### config.mk
export PLATFORM = sky130hd
export DESIGN_NAME = instr_encoder_flat
export DESIGN_NICKNAME = d
export VERILOG_FILES = /design/src/rtl/rv_ctrl_pkg.sv /design/src/rtl/instr_encoder_if.sv /design/src/rtl/imm_packer.sv /design/src/rtl/instr_encoder.sv /design/src/flat_wrapper.sv
export SDC_FILE = /design/constraint.sdc
export NUM_CORES = 1
export LEC_CHECK = 0
export BUFFER_PORTS_ARGS = -buffer_cell sky130_fd_sc_hd__buf_2
export CAP_MARGIN = 20
export CORE_MARGIN = 1
export CORE_UTILIZATION = 50
export CTS_CLUSTER_DIAMETER = 80
export CTS_CLUSTER_SIZE = 20
export DETAILED_ROUTE_END_ITERATION = 16
export PLACE_DENSITY = 0.74
export SLEW_MARGIN = 20
export SYNTH_ARGS = -nofsm -noshare
export SYNTH_HDL_FRONTEND = slang
export SYNTH_HIERARCHICAL = 1
export SYNTH_SLANG_ARGS = --single-unit
### constraint.sdc
create_clock -name clock -period 3.6 [get_ports clock]
set_input_delay 0.54 -clock clock [delete_from_list [all_inputs] [get_ports clock]]
set_output_delay 0.54 -clock clock [all_outputs]
set_load 0.03 [all_outputs]
### src/rtl/rv_ctrl_pkg.sv
// rtl/rv_ctrl_pkg.sv - shared RV32I control-field encodings for controller and encoder
package rv_ctrl_pkg;

    localparam logic [6:0] OP_R      = 7'b0110011;
    localparam logic [6:0] OP_I      = 7'b0010011;
    localparam logic [6:0] OP_LOAD   = 7'b0000011;
    localparam logic [6:0] OP_STORE  = 7'b0100011;
    localparam logic [6:0] OP_BRANCH = 7'b1100011;
    localparam logic [6:0] OP_JAL    = 7'b1101111;
    localparam logic [6:0] OP_LUI    = 7'b0110111;
    localparam logic [6:0] OP_AUIPC  = 7'b0010111;
    localparam logic [6:0] OP_JALR   = 7'b1100111;

    localparam logic [8:0] T_R      = 9'b100000000;
    localparam logic [8:0] T_I      = 9'b010000000;
    localparam logic [8:0] T_LOAD   = 9'b001000000;
    localparam logic [8:0] T_STORE  = 9'b000100000;
    localparam logic [8:0] T_BRANCH = 9'b000010000;
    localparam logic [8:0] T_JAL    = 9'b000001000;
    localparam logic [8:0] T_LUI    = 9'b000000100;
    localparam logic [8:0] T_AUIPC  = 9'b000000010;
    localparam logic [8:0] T_JALR   = 9'b000000001;
    localparam logic [8:0] T_NOP    = 9'b000000000;

    localparam logic [5:0] ALU_ADD   = 6'd0;
    localparam logic [5:0] ALU_SUB   = 6'd1;
    localparam logic [5:0] ALU_XOR   = 6'd2;
    localparam logic [5:0] ALU_OR    = 6'd3;
    localparam logic [5:0] ALU_AND   = 6'd4;
    localparam logic [5:0] ALU_SLL   = 6'd5;
    localparam logic [5:0] ALU_SRL   = 6'd6;
    localparam logic [5:0] ALU_SRA   = 6'd7;
    localparam logic [5:0] ALU_SLT   = 6'd8;
    localparam logic [5:0] ALU_SLTU  = 6'd9;
    localparam logic [5:0] ALU_ADDI  = 6'd10;
    localparam logic [5:0] ALU_XORI  = 6'd11;
    localparam logic [5:0] ALU_ORI   = 6'd12;
    localparam logic [5:0] ALU_ANDI  = 6'd13;
    localparam logic [5:0] ALU_SLLI  = 6'd14;
    localparam logic [5:0] ALU_SRLI  = 6'd15;
    localparam logic [5:0] ALU_SRAI  = 6'd16;
    localparam logic [5:0] ALU_SLTI  = 6'd17;
    localparam logic [5:0] ALU_SLTIU = 6'd18;
    localparam logic [5:0] ALU_AUIPC = 6'd19;

    localparam logic [3:0] BR_BEQ  = 4'd1;
    localparam logic [3:0] BR_BNE  = 4'd2;
    localparam logic [3:0] BR_BLT  = 4'd3;
    localparam logic [3:0] BR_BGE  = 4'd4;
    localparam logic [3:0] BR_BLTU = 4'd5;
    localparam logic [3:0] BR_BGEU = 4'd6;

    typedef enum logic [2:0] {
        FMT_NONE, FMT_R, FMT_I, FMT_SH, FMT_S, FMT_B, FMT_U, FMT_J
    } fmt_e;

    function automatic logic [2:0] alu_funct3(input logic [5:0] op);
        case (op)
            ALU_SLL,  ALU_SLLI:                     return 3'd1;
            ALU_SLT,  ALU_SLTI:                     return 3'd2;
            ALU_SLTU, ALU_SLTIU:                    return 3'd3;
            ALU_XOR,  ALU_XORI:                     return 3'd4;
            ALU_SRL,  ALU_SRA, ALU_SRLI, ALU_SRAI:  return 3'd5;
            ALU_OR,   ALU_ORI:                      return 3'd6;
            ALU_AND,  ALU_ANDI:                     return 3'd7;
            default:                                return 3'd0;
        endcase
    endfunction

    function automatic logic [2:0] br_funct3(input logic [3:0] br);
        case (br)
            BR_BEQ:  return 3'd0;
            BR_BNE:  return 3'd1;
            BR_BLT:  return 3'd4;
            BR_BGE:  return 3'd5;
            BR_BLTU: return 3'd6;
            BR_BGEU: return 3'd7;
            default: return 3'd0;
        endcase
    endfunction

endpackage

### src/rtl/instr_encoder_if.sv
// rtl/instr_encoder_if.sv - field input / instruction output bus; ENC_MNEMONIC_EN adds char_out
interface instr_encoder_if #(
    parameter int ADDR_W = 8
);
    logic              in_valid;
    logic              in_ready;
    logic [8:0]        type_oh;
    logic [5:0]        alu_op;
    logic [3:0]        branch;
    logic [2:0]        mem_f3;
    logic [4:0]        rs1;
    logic [4:0]        rs2;
    logic [4:0]        rd;
    logic [31:0]       immediate;
    logic              out_valid;
    logic              out_ready;
    logic [31:0]       instr;
    logic              illegal;
    logic [ADDR_W-1:0] mem_addr;
    logic [7:0]        illegal_count;
`ifdef ENC_MNEMONIC_EN
    logic [39:0]       char_out;

    modport master (
        output in_valid, type_oh, alu_op, branch, mem_f3, rs1, rs2, rd, immediate, out_ready,
        input  in_ready, out_valid, instr, illegal, mem_addr, illegal_count, char_out
    );
    modport slave (
        input  in_valid, type_oh, alu_op, branch, mem_f3, rs1, rs2, rd, immediate, out_ready,
        output in_ready, out_valid, instr, illegal, mem_addr, illegal_count, char_out
    );
`else
    modport master (
        output in_valid, type_oh, alu_op, branch, mem_f3, rs1, rs2, rd, immediate, out_ready,
        input  in_ready, out_valid, instr, illegal, mem_addr, illegal_count
    );
    modport slave (
        input  in_valid, type_oh, alu_op, branch, mem_f3, rs1, rs2, rd, immediate, out_ready,
        output in_ready, out_valid, instr, illegal, mem_addr, illegal_count
    );
`endif
endinterface

### src/rtl/imm_packer.sv
// rtl/imm_packer.sv - places an immediate into its R/I/S/B/U/J bit positions and flags range errors
module imm_packer
    import rv_ctrl_pkg::*;
(
    input  fmt_e        fmt,
    input  logic [31:0] imm,
    output logic [31:0] imm_bits,
    output logic        range_fail
);

    always_comb begin
        imm_bits   = '0;
        range_fail = 1'b0;
        case (fmt)
            FMT_I: begin
                imm_bits[31:20] = imm[11:0];
                range_fail      = ($signed(imm) > 32'sd2047) || ($signed(imm) < -32'sd2048);
            end
            FMT_SH: begin
                imm_bits[24:20] = imm[4:0];
                range_fail      = (imm[31:5] != '0);
            end
            FMT_S: begin
                imm_bits[31:25] = imm[11:5];
                imm_bits[11:7]  = imm[4:0];
                range_fail      = ($signed(imm) > 32'sd2047) || ($signed(imm) < -32'sd2048);
            end
            FMT_B: begin
                imm_bits[31]    = imm[12];
                imm_bits[30:25] = imm[10:5];
                imm_bits[11:8]  = imm[4:1];
                imm_bits[7]     = imm[11];
                range_fail      = imm[0] || ($signed(imm) > 32'sd4095) || ($signed(imm) < -32'sd4096);
            end
            FMT_U: begin
                imm_bits[31:12] = imm[31:12];
                range_fail      = (imm[11:0] != '0);
            end
            FMT_J: begin
                imm_bits[31]    = imm[20];
                imm_bits[30:21] = imm[10:1];
                imm_bits[20]    = imm[11];
                imm_bits[19:12] = imm[19:12];
                range_fail      = imm[0] || ($signed(imm) > 32'sd1048575) ||
                                  ($signed(imm) < -32'sd1048576);
            end
            default: begin
                imm_bits   = '0;
                range_fail = 1'b0;
            end
        endcase
    end

endmodule

### src/rtl/instr_encoder.sv
// rtl/instr_encoder.sv - two-stage RV32I instruction encoder with sequential write addresses
// Optional feature macro ENC_MNEMONIC_EN adds the char_out ASCII mnemonic.
module instr_encoder
    import rv_ctrl_pkg::*;
#(
    parameter int ADDR_W = 8
) (
    input  logic           clock,
    input  logic           reset,
    instr_encoder_if.slave bus
);

    logic [6:0]        d_opcode;
    logic [2:0]        d_f3;
    logic [6:0]        d_f7;
    fmt_e              d_fmt;
    logic              d_bad;
    logic              d_use_rd, d_use_rs1, d_use_rs2;

    logic              s1_valid;
    logic [6:0]        s1_opcode;
    logic [2:0]        s1_f3;
    logic [6:0]        s1_f7;
    fmt_e              s1_fmt;
    logic              s1_bad;
    logic [4:0]        s1_rd, s1_rs1, s1_rs2;
    logic [31:0]       s1_imm;

    logic              s2_valid;
    logic [31:0]       instr_q;
    logic              illegal_q;
    logic [ADDR_W-1:0] mem_addr_q;
    logic [7:0]        ill_cnt_q;

    logic              s1_adv;
    logic              s1_load;
    logic [31:0]       imm_bits;
    logic              range_fail;
    logic              s2_ill;
    logic [31:0]       s2_word;

    always_comb begin
        d_opcode  = 7'd0;
        d_f3      = 3'd0;
        d_f7      = 7'd0;
        d_fmt     = FMT_NONE;
        d_use_rd  = 1'b0;
        d_use_rs1 = 1'b0;
        d_use_rs2 = 1'b0;
        d_bad     = ((bus.type_oh & (bus.type_oh - 9'd1)) != 9'd0);
        case (bus.type_oh)
            T_R: begin
                d_opcode = OP_R;
                d_fmt    = FMT_R;
                d_f3     = alu_funct3(bus.alu_op);
                d_f7     = (bus.alu_op == ALU_SUB || bus.alu_op == ALU_SRA) ? 7'h20 : 7'h00;
                d_bad    = (bus.alu_op > ALU_SLTU);
                {d_use_rd, d_use_rs1, d_use_rs2} = 3'b111;
            end
            T_I: begin
                d_opcode = OP_I;
                d_fmt    = (bus.alu_op inside {ALU_SLLI, ALU_SRLI, ALU_SRAI}) ? FMT_SH : FMT_I;
                d_f3     = alu_funct3(bus.alu_op);
                d_f7     = (bus.alu_op == ALU_SRAI) ? 7'h20 : 7'h00;
                d_bad    = (bus.alu_op < ALU_ADDI) || (bus.alu_op > ALU_SLTIU);
                {d_use_rd, d_use_rs1} = 2'b11;
            end
            T_LOAD: begin
                d_opcode = OP_LOAD;
                d_fmt    = FMT_I;
                d_f3     = bus.mem_f3;
                d_bad    = !(bus.mem_f3 inside {3'd0, 3'd1, 3'd2, 3'd4, 3'd5});
                {d_use_rd, d_use_rs1} = 2'b11;
            end
            T_STORE: begin
                d_opcode = OP_STORE;
                d_fmt    = FMT_S;
                d_f3     = bus.mem_f3;
                d_bad    = (bus.mem_f3 > 3'd2);
                {d_use_rs1, d_use_rs2} = 2'b11;
            end
            T_BRANCH: begin
                d_opcode = OP_BRANCH;
                d_fmt    = FMT_B;
                d_f3     = br_funct3(bus.branch);
                d_bad    = (bus.branch < BR_BEQ) || (bus.branch > BR_BGEU);
                {d_use_rs1, d_use_rs2} = 2'b11;
            end
            T_JAL:   begin d_opcode = OP_JAL; d_fmt = FMT_J; d_use_rd = 1'b1; end
            T_LUI:   begin d_opcode = OP_LUI; d_fmt = FMT_U; d_use_rd = 1'b1; end
            T_AUIPC: begin
                d_opcode = OP_AUIPC;
                d_fmt    = FMT_U;
                d_bad    = (bus.alu_op != ALU_AUIPC);
                d_use_rd = 1'b1;
            end
            T_JALR:  begin d_opcode = OP_JALR; d_fmt = FMT_I; {d_use_rd, d_use_rs1} = 2'b11; end
            T_NOP:   d_fmt = FMT_NONE;
            default: d_fmt = FMT_NONE;
        endcase
    end

    assign s1_adv       = !s2_valid || bus.out_ready;
    assign s1_load      = !s1_valid || s1_adv;
    assign bus.in_ready = !reset && s1_load;

    imm_packer u_imm_packer (
        .fmt        (s1_fmt),
        .imm        (s1_imm),
        .imm_bits   (imm_bits),
        .range_fail (range_fail)
    );

    // Unused register fields are zeroed in S1, so a plain OR with the immediate bits is safe.
    assign s2_ill  = s1_bad || range_fail;
    assign s2_word = s2_ill ? 32'd0 :
                     ({s1_f7, s1_rs2, s1_rs1, s1_f3, s1_rd, s1_opcode} | imm_bits);

    always_ff @(posedge clock) begin
        if (reset) begin
            s1_valid   <= 1'b0;
            s1_opcode  <= '0;
            s1_f3      <= '0;
            s1_f7      <= '0;
            s1_fmt     <= FMT_NONE;
            s1_bad     <= 1'b0;
            s1_rd      <= '0;
            s1_rs1     <= '0;
            s1_rs2     <= '0;
            s1_imm     <= '0;
            s2_valid   <= 1'b0;
            instr_q    <= '0;
            illegal_q  <= 1'b0;
            mem_addr_q <= '0;
            ill_cnt_q  <= '0;
        end else begin
            if (s1_load) begin
                s1_valid <= bus.in_valid;
                if (bus.in_valid) begin
                    s1_opcode <= d_opcode;
                    s1_f3     <= d_f3;
                    s1_f7     <= d_f7;
                    s1_fmt    <= d_fmt;
                    s1_bad    <= d_bad;
                    s1_rd     <= d_use_rd  ? bus.rd  : 5'd0;
                    s1_rs1    <= d_use_rs1 ? bus.rs1 : 5'd0;
                    s1_rs2    <= d_use_rs2 ? bus.rs2 : 5'd0;
                    s1_imm    <= bus.immediate;
                end
            end
            if (s1_adv) begin
                s2_valid <= s1_valid;
                if (s1_valid) begin
                    instr_q   <= s2_word;
                    illegal_q <= s2_ill;
                    if (s2_ill && ill_cnt_q != 8'hFF) begin
                        ill_cnt_q <= ill_cnt_q + 8'd1;
                    end
                end
            end
            if (s2_valid && bus.out_ready) begin
                mem_addr_q <= mem_addr_q + ADDR_W'(1);
            end
        end
    end

    assign bus.out_valid     = s2_valid;
    assign bus.instr         = instr_q;
    assign bus.illegal       = illegal_q;
    assign bus.mem_addr      = mem_addr_q;
    assign bus.illegal_count = ill_cnt_q;

`ifdef ENC_MNEMONIC_EN
    logic [39:0] s1_mnem;
    logic [39:0] char_q;

    function automatic logic [39:0] mnemonic(input logic [8:0] t, input logic [5:0] op,
                                             input logic [3:0] br, input logic [2:0] f3);
        logic [39:0] m;
        m = "ILL  ";
        case (t)
            T_NOP: m = "NOP  ";
            T_R, T_I: case (op)
                ALU_ADD:  m = "ADD  ";  ALU_SUB:   m = "SUB  ";  ALU_XOR:  m = "XOR  ";
                ALU_OR:   m = "OR   ";  ALU_AND:   m = "AND  ";  ALU_SLL:  m = "SLL  ";
                ALU_SRL:  m = "SRL  ";  ALU_SRA:   m = "SRA  ";  ALU_SLT:  m = "SLT  ";
                ALU_SLTU: m = "SLTU ";  ALU_ADDI:  m = "ADDI ";  ALU_XORI: m = "XORI ";
                ALU_ORI:  m = "ORI  ";  ALU_ANDI:  m = "ANDI ";  ALU_SLLI: m = "SLLI ";
                ALU_SRLI: m = "SRLI ";  ALU_SRAI:  m = "SRAI ";  ALU_SLTI: m = "SLTI ";
                ALU_SLTIU: m = "SLTIU";
                default:  m = "ILL  ";
            endcase
            T_LOAD: case (f3)
                3'd0: m = "LB   ";  3'd1: m = "LH   ";  3'd2: m = "LW   ";
                3'd4: m = "LBU  ";  3'd5: m = "LHU  ";  default: m = "ILL  ";
            endcase
            T_STORE: case (f3)
                3'd0: m = "SB   ";  3'd1: m = "SH   ";  3'd2: m = "SW   ";  default: m = "ILL  ";
            endcase
            T_BRANCH: case (br)
                BR_BEQ:  m = "BEQ  ";  BR_BNE:  m = "BNE  ";  BR_BLT:  m = "BLT  ";
                BR_BGE:  m = "BGE  ";  BR_BLTU: m = "BLTU ";  BR_BGEU: m = "BGEU ";
                default: m = "ILL  ";
            endcase
            T_JAL:   m = "JAL  ";
            T_LUI:   m = "LUI  ";
            T_AUIPC: m = "AUIPC";
            T_JALR:  m = "JALR ";
            default: m = "ILL  ";
        endcase
        return m;
    endfunction

    always_ff @(posedge clock) begin
        if (reset) begin
            s1_mnem <= "XXXXX";
            char_q  <= "XXXXX";
        end else begin
            if (s1_load && bus.in_valid) begin
                s1_mnem <= mnemonic(bus.type_oh, bus.alu_op, bus.branch, bus.mem_f3);
            end
            if (s1_adv && s1_valid) begin
                char_q <= s2_ill ? "ILL  " : s1_mnem;
            end
        end
    end

    assign bus.char_out = char_q;
`endif

endmodule

### src/flat_wrapper.sv
// flat-port wrapper written by rule: the top's interface ports become plain ports
module instr_encoder_flat import rv_ctrl_pkg::*;
#(
    parameter int ADDR_W = 8
)
  (clock, reset, bus_in_valid, bus_type_oh, bus_alu_op, bus_branch, bus_mem_f3, bus_rs1, bus_rs2, bus_rd, bus_immediate, bus_out_ready, bus_in_ready, bus_out_valid, bus_instr, bus_illegal, bus_mem_addr, bus_illegal_count);
  instr_encoder_if #(.ADDR_W(ADDR_W)) bus_i ();
  input  logic clock;
  input  logic reset;
  input wire logic [$bits(bus_i.in_valid)-1:0] bus_in_valid;
  input wire logic [$bits(bus_i.type_oh)-1:0] bus_type_oh;
  input wire logic [$bits(bus_i.alu_op)-1:0] bus_alu_op;
  input wire logic [$bits(bus_i.branch)-1:0] bus_branch;
  input wire logic [$bits(bus_i.mem_f3)-1:0] bus_mem_f3;
  input wire logic [$bits(bus_i.rs1)-1:0] bus_rs1;
  input wire logic [$bits(bus_i.rs2)-1:0] bus_rs2;
  input wire logic [$bits(bus_i.rd)-1:0] bus_rd;
  input wire logic [$bits(bus_i.immediate)-1:0] bus_immediate;
  input wire logic [$bits(bus_i.out_ready)-1:0] bus_out_ready;
  output wire logic [$bits(bus_i.in_ready)-1:0] bus_in_ready;
  output wire logic [$bits(bus_i.out_valid)-1:0] bus_out_valid;
  output wire logic [$bits(bus_i.instr)-1:0] bus_instr;
  output wire logic [$bits(bus_i.illegal)-1:0] bus_illegal;
  output wire logic [$bits(bus_i.mem_addr)-1:0] bus_mem_addr;
  output wire logic [$bits(bus_i.illegal_count)-1:0] bus_illegal_count;
  assign bus_i.in_valid = bus_in_valid;
  assign bus_i.type_oh = bus_type_oh;
  assign bus_i.alu_op = bus_alu_op;
  assign bus_i.branch = bus_branch;
  assign bus_i.mem_f3 = bus_mem_f3;
  assign bus_i.rs1 = bus_rs1;
  assign bus_i.rs2 = bus_rs2;
  assign bus_i.rd = bus_rd;
  assign bus_i.immediate = bus_immediate;
  assign bus_i.out_ready = bus_out_ready;
  assign bus_in_ready = bus_i.in_ready;
  assign bus_out_valid = bus_i.out_valid;
  assign bus_instr = bus_i.instr;
  assign bus_illegal = bus_i.illegal;
  assign bus_mem_addr = bus_i.mem_addr;
  assign bus_illegal_count = bus_i.illegal_count;
  instr_encoder #(.ADDR_W(ADDR_W)) u_core (.clock(clock), .reset(reset), .bus(bus_i));
endmodule
-- Word-level counts from Yosys, hierarchy flattened
Memories as Yosys holds them, arrays and structs flattened.
Cells that the tools add are included.
- register bits after elaboration: 119
- bits in latches: 0
- memory bits (writable): 0
- memory bits (read-only): 192
- logic and storage cells: 124
- memories: 2
- $add $sub $neg: 3
- multiply operators: 0
- div/mod/pow operators: 0
- $lt $le $gt $ge: 12
- equal/unequal tests: 31
- shift-type cells: 0
- muxes and demuxes: 23
- bitwise operators: 2
- reduce and logical (&&, ||, !) cells: 36
- memories (name ; depth ; width ; read ports ; clocked after Yosys merged registers in ; write ports ; RTL line ; RTL):
    (name not given) ; 32 ; 3 ; 1 ; 0 ; 0 ; rv_ctrl_pkg.sv:58 ; case (op)
    (name not given) ; 32 ; 3 ; 1 ; 0 ; 0 ; rv_ctrl_pkg.sv:58 ;
- operators by type and width (cell ; number):
    $pmux 7 s9 ; 1
    $gt 32x12->1 const B ; 1
    $gt 32x13->1 const B ; 1
    $gt 32x21->1 const B ; 1
    $lt 32x12->1 const B ; 1
    $lt 32x13->1 const B ; 1
    $lt 32x21->1 const B ; 1
    $mux 32 ; 1
    $or 32x32->32 ; 1
    $pmux 7 s4 ; 1
    $reduce_bool 27->1 ; 1
    $pmux 3 s7 ; 1
    $eq 3x3->1 const B ; 6
    $add 8x1->8 const B ; 2
    $mux 5 ; 3
    $pmux 3 s5 ; 1
    $pmux 5 s3 ; 1
    $pmux 7 s2 ; 1
    $eq 4x3->1 const B ; 3
    $eq 6x4->1 const B ; 2
    $mux 6 ; 2
    $pmux 3 s4 ; 1
    $reduce_bool 12->1 ; 1
    $reduce_or 2->1 ; 6
    43 further kinds ; 66

-- Logic depth before layout (Yosys ltp)
Gate-level depths: netlist of run 1.
- depth after elaboration: 7
- gate-level depth with buffers: 11
- mapped depth without buffers: 10

-- Modules after synthesis
The synthesis of run 1 kept the hierarchy.
- by module, submodules not included (module ; instances ; cells each ; area an instance (µm²) ; seq. area each (µm²)):
    instr_encoder ; 1 ; 622 ; 5047.3 ; 2242.2
    imm_packer ; 1 ; 106 ; 691.9 ; 0.0

-- Worst setup path after synthesis of run 1
OpenSTA, ideal clock, no wires.
- kind: register to register
- start: register u_core.s1_fmt[1]
- end: register u_core.ill_cnt_q[5], in the netlist u_core/bus.illegal_count[5]
- library setup time: 0.128 ns
- arrival time: 2.178 ns
- data required time: 3.472 ns
- slack: 1.294 ns
- stages on the path, launching flop included: 12
- period minus slack after synthesis: 2.306 ns
- cell sequence: dfxtp_1 buf_4 nor2b_1 nor2_1 a2111oi_1 o22ai_1 nand3_1 nor2_1 nand3b_1 nor4_1 xnor2_1 nor2_1
- word-level cells in the longest chain between the ends: 6
- ends and longest elaborated chain (what ; RTL line ; RTL):
    start, declared ; instr_encoder.sv:24 ; fmt_e s1_fmt;
    start signal, assigned ; instr_encoder.sv:143 ; s1_fmt <= d_fmt;
    $eq 3x3->1 or $eq 3x2->1 (tied branches) ; imm_packer.sv:14 ; case (fmt)
    $reduce_or 2->1 (no line) ; - ;
    $pmux 1 s5 * ; imm_packer.sv:14 ;
    via u_core.range_fail ; instr_encoder.sv:38 ; logic range_fail;
    $logic_or 1x1->1 * ; instr_encoder.sv:115 ; assign s2_ill = s1_bad || range_fail;
    $logic_and 1x1->1 * ; instr_encoder.sv:156 ; if (s2_ill && ill_cnt_q != 8'hFF) begin
    $reduce_and 3->1 (no line) * ; - ;
    end signal, assigned ; instr_encoder.sv:157 ; ill_cnt_q <= ill_cnt_q + 8'd1;
    end, declared ; instr_encoder.sv:33 ; logic [7:0] ill_cnt_q;
Mark *: on every way through the listed nets, which the timed path passes. The rest lies on a longest branch.
A chain may end at the register's enable or synchronous reset.

-- Worst setup path after layout of run 1
Ends and elaborated chain as after synthesis.

==> impl_metrics.json, run 1 <==
{
  "status": "finished clean",
  "synth_area_per_cell_um2": 7.884,
  "synthCells": 728,
  "drt-total-wl_um": 15410,
  "rsz0062_at_grt": "no",
  "path_max_fanout": 20,
  "netlist_area_um2": 5739,
  "crit_slowest_cell": "dfxtp_1",
  "yosys_warnings": 6,
  "core_area_um2": 11030,
  "place.gp.congestion": 0.8592,
  "critPathBufInv": 0,
  "cts_resized": 0,
  "cts_max_level": 3,
  "grt_usage_pct": 26.48,
  "drc": 0,
  "postLayoutCoreUtil_pct": 60.20,
  "numCtsBuffers": 9,
  "r2r_setup_slack_ns": 0.76,
  "max_freq_mhz": 352.1,
  "synthArstFlopShare_pct": 0,
  "finalCritPeriodShare_pct": 78.89,
  "clock-root-buffer": "clkbuf_16",
  "slew_headroom_pct": 45.43,
  "clock-sinks": 112,
  "period_minus_slack_ns": 2.840,
  "min_path_type": "input port to flip-flop",
  "syn_to_final_growth_pct": 15.70,
  "crit_type": "flip-flop to flip-flop",
  "vdd_ir_drop_max_v": 0.0002999,
  "synth_edf_count": 0,
  "grt_max_degree": 69,
  "ys_seq_elements": 112,
  "crit_required_ns": 3.80,
  "die_w_um": 109.1,
  "cap_violations": 0,
  "fillers": 1056,
  "via_per_inst": 5.720,
  "setup_tns_ns": 0,
  "report.final.setup_viol": 0,
  "antenna_found_initial": 0,
  "avgRoutedWirePerCell_um": 16.02,
  "max_stage_delay_ns": 0.69,
  "synth_ff_type": "dfxtp_1",
  "crit_family": "simple AND/OR/NAND/NOR gates",
  "rows": 38,
  "grt_pass1_vias": 4921,
  "hpwlAfterDp_um": 11500,
  "portBuffers": 123,
  "final_layout_size_suffix_gt1_share_pct": 20.07,
  "start_util_pct": 52.03,
  "num_antenna_cells": 0,
  "finClkSkew_ns": 0.006918,
  "path_cells": "nor2b_1, nor2_1, a2111oi_1, o22ai_1, nand3_1, nor2_2, nand3b_1, nor4_1, xnor2_1, nor2_1",
  "pre_cts_ws_ns": 0.8507,
  "finalHoldViolCount": 0,
  "ant_nets": 0,
  "drtPass1Iterations": 6,
  "ys_seq_area_share_pct": 39.07,
  "chipHeight_um": 109.1,
  "vias": 5503,
  "ctsHoldBuffers": 0,
  "cp_common_cell": "nor2_1",
  "clkTransAtPathRegs_ns": 0.07,
  "die_area_um2": 11910,
  "cts_buffer_depth": 2,
  "setup_slack_ns": 0.7598,
  "p_per_area_nw_per_um2": 400.1,
  "cp_data_arrival_time_ns": 3.04,
  "drt_iter0_markers": 335,
  "cts_tree": "yes",
  "yosysUniqueCellTypes": 68,
  "cellLeakagePower_nw": 2.594,
  "overflow": 0,
  "drv_slew": 0,
  "nets": 898,
  "end_kind": "flip-flop",
  "start_kind": "flip-flop",
  "clock_latency_ns": 0.34,
  "grt_pass1_wl_um": 24590,
  "worst_pin_slew_ns": 0.8117,
  "cts_setup_buffers": 0,
  "pin_count": 124
}
## synth_stat cells, types with 7 or more instances
library cell | n | area (um^2)
nor2_1 | 47 | 176.4
nand2_1 | 132 | 495.5
buf_4 | 9 | 67.56
nor4_1 | 10 | 62.56
nor2b_1 | 10 | 62.56
a22o_1 | 10 | 87.58
o211ai_1 | 29 | 217.7
a211oi_1 | 7 | 52.55
xnor2_1 | 14 | 122.6
xor2_1 | 10 | 87.58
mux2i_1 | 11 | 110.1
ha_1 | 8 | 100.1
a21oi_1 | 94 | 470.5
o21ai_0 | 16 | 80.08
nand4_1 | 9 | 56.30
and3_1 | 11 | 68.82
clkbuf_1 | 39 | 146.4
nand3_1 | 38 | 190.2
nor3_1 | 14 | 70.07
inv_1 | 11 | 41.29
dfxtp_1 | 112 | 2242
## through the flow
stage / hold WS [ns] / instance area, um^2 / std cells / total power, mW
after detailed placement: 0.4434 / 6340 / 946 / 1.684
final: 0.4070 / 6640 / 962 / 2.656
after global placement: 0.4371 / 6340 / 946 / 1.673
after floorplan: 0.4320 / 5762 / 734 / 1.572
after CTS: 0.4004 / 6638 / 962 / 2.664
after global routing: 0.4012 / 6640 / 962 / 2.769
## routing by layer
metal  up-vias  wire (um)  track usage, %
li1       2746          -               -
met1      2553       7189           37.74
met2       184       7056           41.46
met3        20        963           4.005
met4         0        199           6.853
met5         -          0               0
## cell usage in the layout (no fill, tap or decap), types with 3 or more instances in the layout
cell       instances
ha_1               8
conb_1             7
a211oi_1           7
o211ai_1          29
o21ai_0           16
nand2_1          131
a21oi_1           93
nand3_1           38
dfxtp_1          112
a31oi_1            3
nor4_1            10
nor3_1            14
xor2_1            10
mux2i_1           11
buf_2            122
xnor2_1           14
nor2_1            46
nor2b_1           10
or3_1              4
buf_4             10
nand4_1            9
nor4b_1            3
and2_1             5
inv_1             11
and3_1            11
a22o_1            10
o21ai_1            6
clkbuf_16          9
o22ai_1            5
## worst paths after layout
check	start	cells past startpoint	endpoint
max	u_core/s1_fmt[1]	10	u_core/bus.illegal_count[5]
min	bus_rs1[2]	2	u_core/s1_rs1[2]
max reg2reg	u_core/s1_fmt[1]	10	u_core/bus.illegal_count[5]
min reg2reg	u_core/bus.instr[6]	2	u_core/bus.instr[6]
## report_power, final
part | internal [mW] | switching (mW)
Combinational | 0.120 | 0.221
Sequential | 1.27 | 0.0449
Clock | 0.545 | 0.452
## cell families (layout without fill, tap and decap cells)
family | count (synthesis) | after routing | share of synthesized area, %
AND/OR/NAND/NOR | 303 | 303 | 25.59
AO/OA/AOI/OAI | 195 | 195 | 21.50
flip-flops | 112 | 112 | 39.07
buffers and inverters | 71 | 159 | 5.886
XOR/XNOR | 24 | 24 | 3.662
multiplexers | 13 | 13 | 2.311
adder cells (fa/ha/maj) | 9 | 9 | 1.919
other | 1 | 7 | 0.06534
## flip-flops by register name, indices dropped and copies added (netlist names)
| signal | flops |
|---|---|
| u_core/bus.mem_addr | 8 |
| u_core/s1_f7 | 1 |
| u_core/bus.illegal_count | 8 |
| u_core/bus.illegal | 1 |
| u_core/bus.out_valid | 1 |
| u_core/s1_opcode | 6 |
| u_core/s1_rs1 | 5 |
| u_core/s1_imm | 32 |
| u_core/s1_rs2 | 5 |
| u_core/s1_fmt | 3 |
| u_core/s1_valid | 1 |
| u_core/s1_f3 | 3 |
| u_core/s1_bad | 1 |
| u_core/bus.instr | 32 |
| u_core/s1_rd | 5 |
## final cells by class
type	count	area, um^2	share of cell area (%)
clock inverter	6	68.82	1.036
timing repair buffer	132	685.7	10.33
multi-input combinational	551	3198	48.16
tap	140	175.2	2.638
clock buffer	10	229.0	3.448
sequential	112	2242	33.77
inverter	11	41.29	0.6218
(Power assumes the default switching activity.)
==> run 2: changes to the inputs <==
==> constraint.sdc (replaced) <==
create_clock -name clock -period 2.8 [get_ports clock]
set_input_delay 0.42 -clock clock [delete_from_list [all_inputs] [get_ports clock]]
set_output_delay 0.42 -clock clock [all_outputs]
set_load 0.03 [all_outputs]
==> impl_metrics.json, run 2 (synthesized netlist as in run 1, its figures left out) <==
{
  "status": "finished clean",
  "numCtsBuffers": 9,
  "die_area_um2": 11910,
  "crit_family": "simple AND/OR/NAND/NOR gates",
  "grt_max_degree": 65,
  "end_kind": "flip-flop",
  "max_stage_delay_ns": 0.49,
  "drt_iter0_markers": 359,
  "drtPass1Iterations": 5,
  "avgRoutedWirePerCell_um": 16.17,
  "crit_slowest_cell": "nor4_1",
  "clock-sinks": 112,
  "path_cells": "nor4_1, nand2_1, o31a_1, o31ai_2, nand3_1, nor2_2, nand3b_1, nor4_1, xnor2_1, nor2_1",
  "drv_slew": 0,
  "cts_setup_buffers": 0,
  "portBuffers": 123,
  "slew_headroom_pct": 43.28,
  "finClkSkew_ns": 0.007870,
  "min_path_type": "input port to flip-flop",
  "setup_slack_ns": 0.2203,
  "r2r-start": "u_core/s1_imm[11]",
  "die_w_um": 109.1,
  "placed_area_um2": 6375,
  "cp_common_cell": "nor4_1",
  "grt_busiest_layer": "met2",
  "met3_usage_pct": 4.124,
  "r2r_setup_slack_ns": 0.22,
  "finalCritPeriodShare_pct": 92.13,
  "grt_pass1_wl_um": 24760,
  "multi_input_area_um2": 3196,
  "min_from": "bus_rs1[4]",
  "cts_buffer_depth": 2,
  "fin_area_um2": 6641,
  "whs_ns": 0.2835,
  "num_antenna_cells": 0,
  "place.gp.congestion": 0.8708,
  "worst_pin_slew_ns": 0.8389,
  "layout_common_cells": "nand2_1, buf_2, dfxtp_1, a21oi_1, nor2_1",
  "grt_usage_pct": 26.76,
  "setup_tns_ns": 0,
  "final_common_cell": "nand2_1",
  "overflow": 0,
  "clock_latency_ns": 0.34,
  "max_freq_mhz": 387.6,
  "vias": 5551,
  "syn_to_final_growth_pct": 15.72,
  "cts_resized": 0,
  "cts_max_level": 3,
  "drc": 0,
  "grtUsageMet2_pct": 41.51,
  "cts_tree": "yes",
  "pin_count": 124,
  "cap_violations": 0,
  "start_util_pct": 52.03,
  "hpwlAfterDp_um": 11530,
  "via_per_inst": 5.758,
  "grt_pass1_vias": 4937,
  "crit_required_ns": 3.00,
  "ant_nets": 0,
  "met1_usage_pct": 38.37,
  "cellLeakagePower_nw": 2.592,
  "start_kind": "flip-flop",
  "core_area_um2": 11030,
  "final_layout_size_suffix_gt1_share_pct": 19.90,
  "chipHeight_um": 109.1,
  "fillers": 1019,
  "clock-root-buffer": "clkbuf_16",
  "antenna_found_initial": 0,
  "path_max_fanout": 9,
  "vdd_ir_drop_max_v": 0.0004614,
  "critPathBufInv": 0,
  "report.final.setup_viol": 0,
  "p_per_area_nw_per_um2": 499.3,
  "period_minus_slack_ns": 2.580,
  "nets": 901,
  "pre_cts_ws_ns": 0.3072,
  "seqCellArea_um2": 2242,
  "finalHoldViolCount": 0,
  "ctsHoldBuffers": 0,
  "crit_type": "flip-flop to flip-flop",
  "worst_setup_path_startpoint": "u_core/s1_imm[11]",
  "rows": 38,
  "drt-total-wl_um": 15590,
  "clkTransAtPathRegs_ns": 0.07,
  "rsz0062_at_grt": "no",
  "cp_data_arrival_time_ns": 2.78
}
[run 2: layer usage]
layer	vias up	wire, um
met5	-	0
met3	11	910
met2	175	7030
met4	0	175
met1	2614	7476
li1	2751	-
[run 2: worst reg2reg max path: stages, from the launching register on]
cell and delay, ns:
dfxtp_1 0.39, nor4_1 0.49, nand2_1 0.11, o31a_1 0.30, o31ai_2 0.22, nand3_1 0.13, nor2_2 0.12, nand3b_1 0.30
nor4_1 0.13, xnor2_1 0.19, nor2_1 0.06
[run 2: per-stage QoR]
step / total power [mW] / std cells / utilization (%)
6_report: 3.316 / 964 / 60.21
5_1_grt: 3.446 / 964 / 60.21
4_1_cts: 3.330 / 964 / 60.21
3_5_place_dp: 2.169 / 949 / 57.79
3_3_place_gp: 2.156 / 949 / 57.79
2_1_floorplan: 2.021 / 734 / -
[run 2: cell type report]
cell class | instances | share of cell area (%)
multi-input cells | 551 | 48.12
clock inverters | 2 | 0.2449
well taps | 140 | 2.638
clock buffers | 13 | 3.768
repair buffers | 135 | 10.85
inverters | 11 | 0.6217
flip-flops and latches | 112 | 33.76
[run 2: final timing paths]
check                           cells after the start                     endpoint
worst max-delay path                               10  u_core/bus.illegal_count[5]
worst min-delay path                                2             u_core/s1_rs1[4]
worst max register to register                     10  u_core/bus.illegal_count[5]
worst min register to register                      2          u_core/bus.instr[3]
[run 2: power by group]
group	leakage [nW]	switching (mW)	internal, mW	total (mW)
registers	0.911	0.0553	1.64	1.69
logic	1.55	0.287	0.157	0.445
clock network	0.126	0.551	0.626	1.18
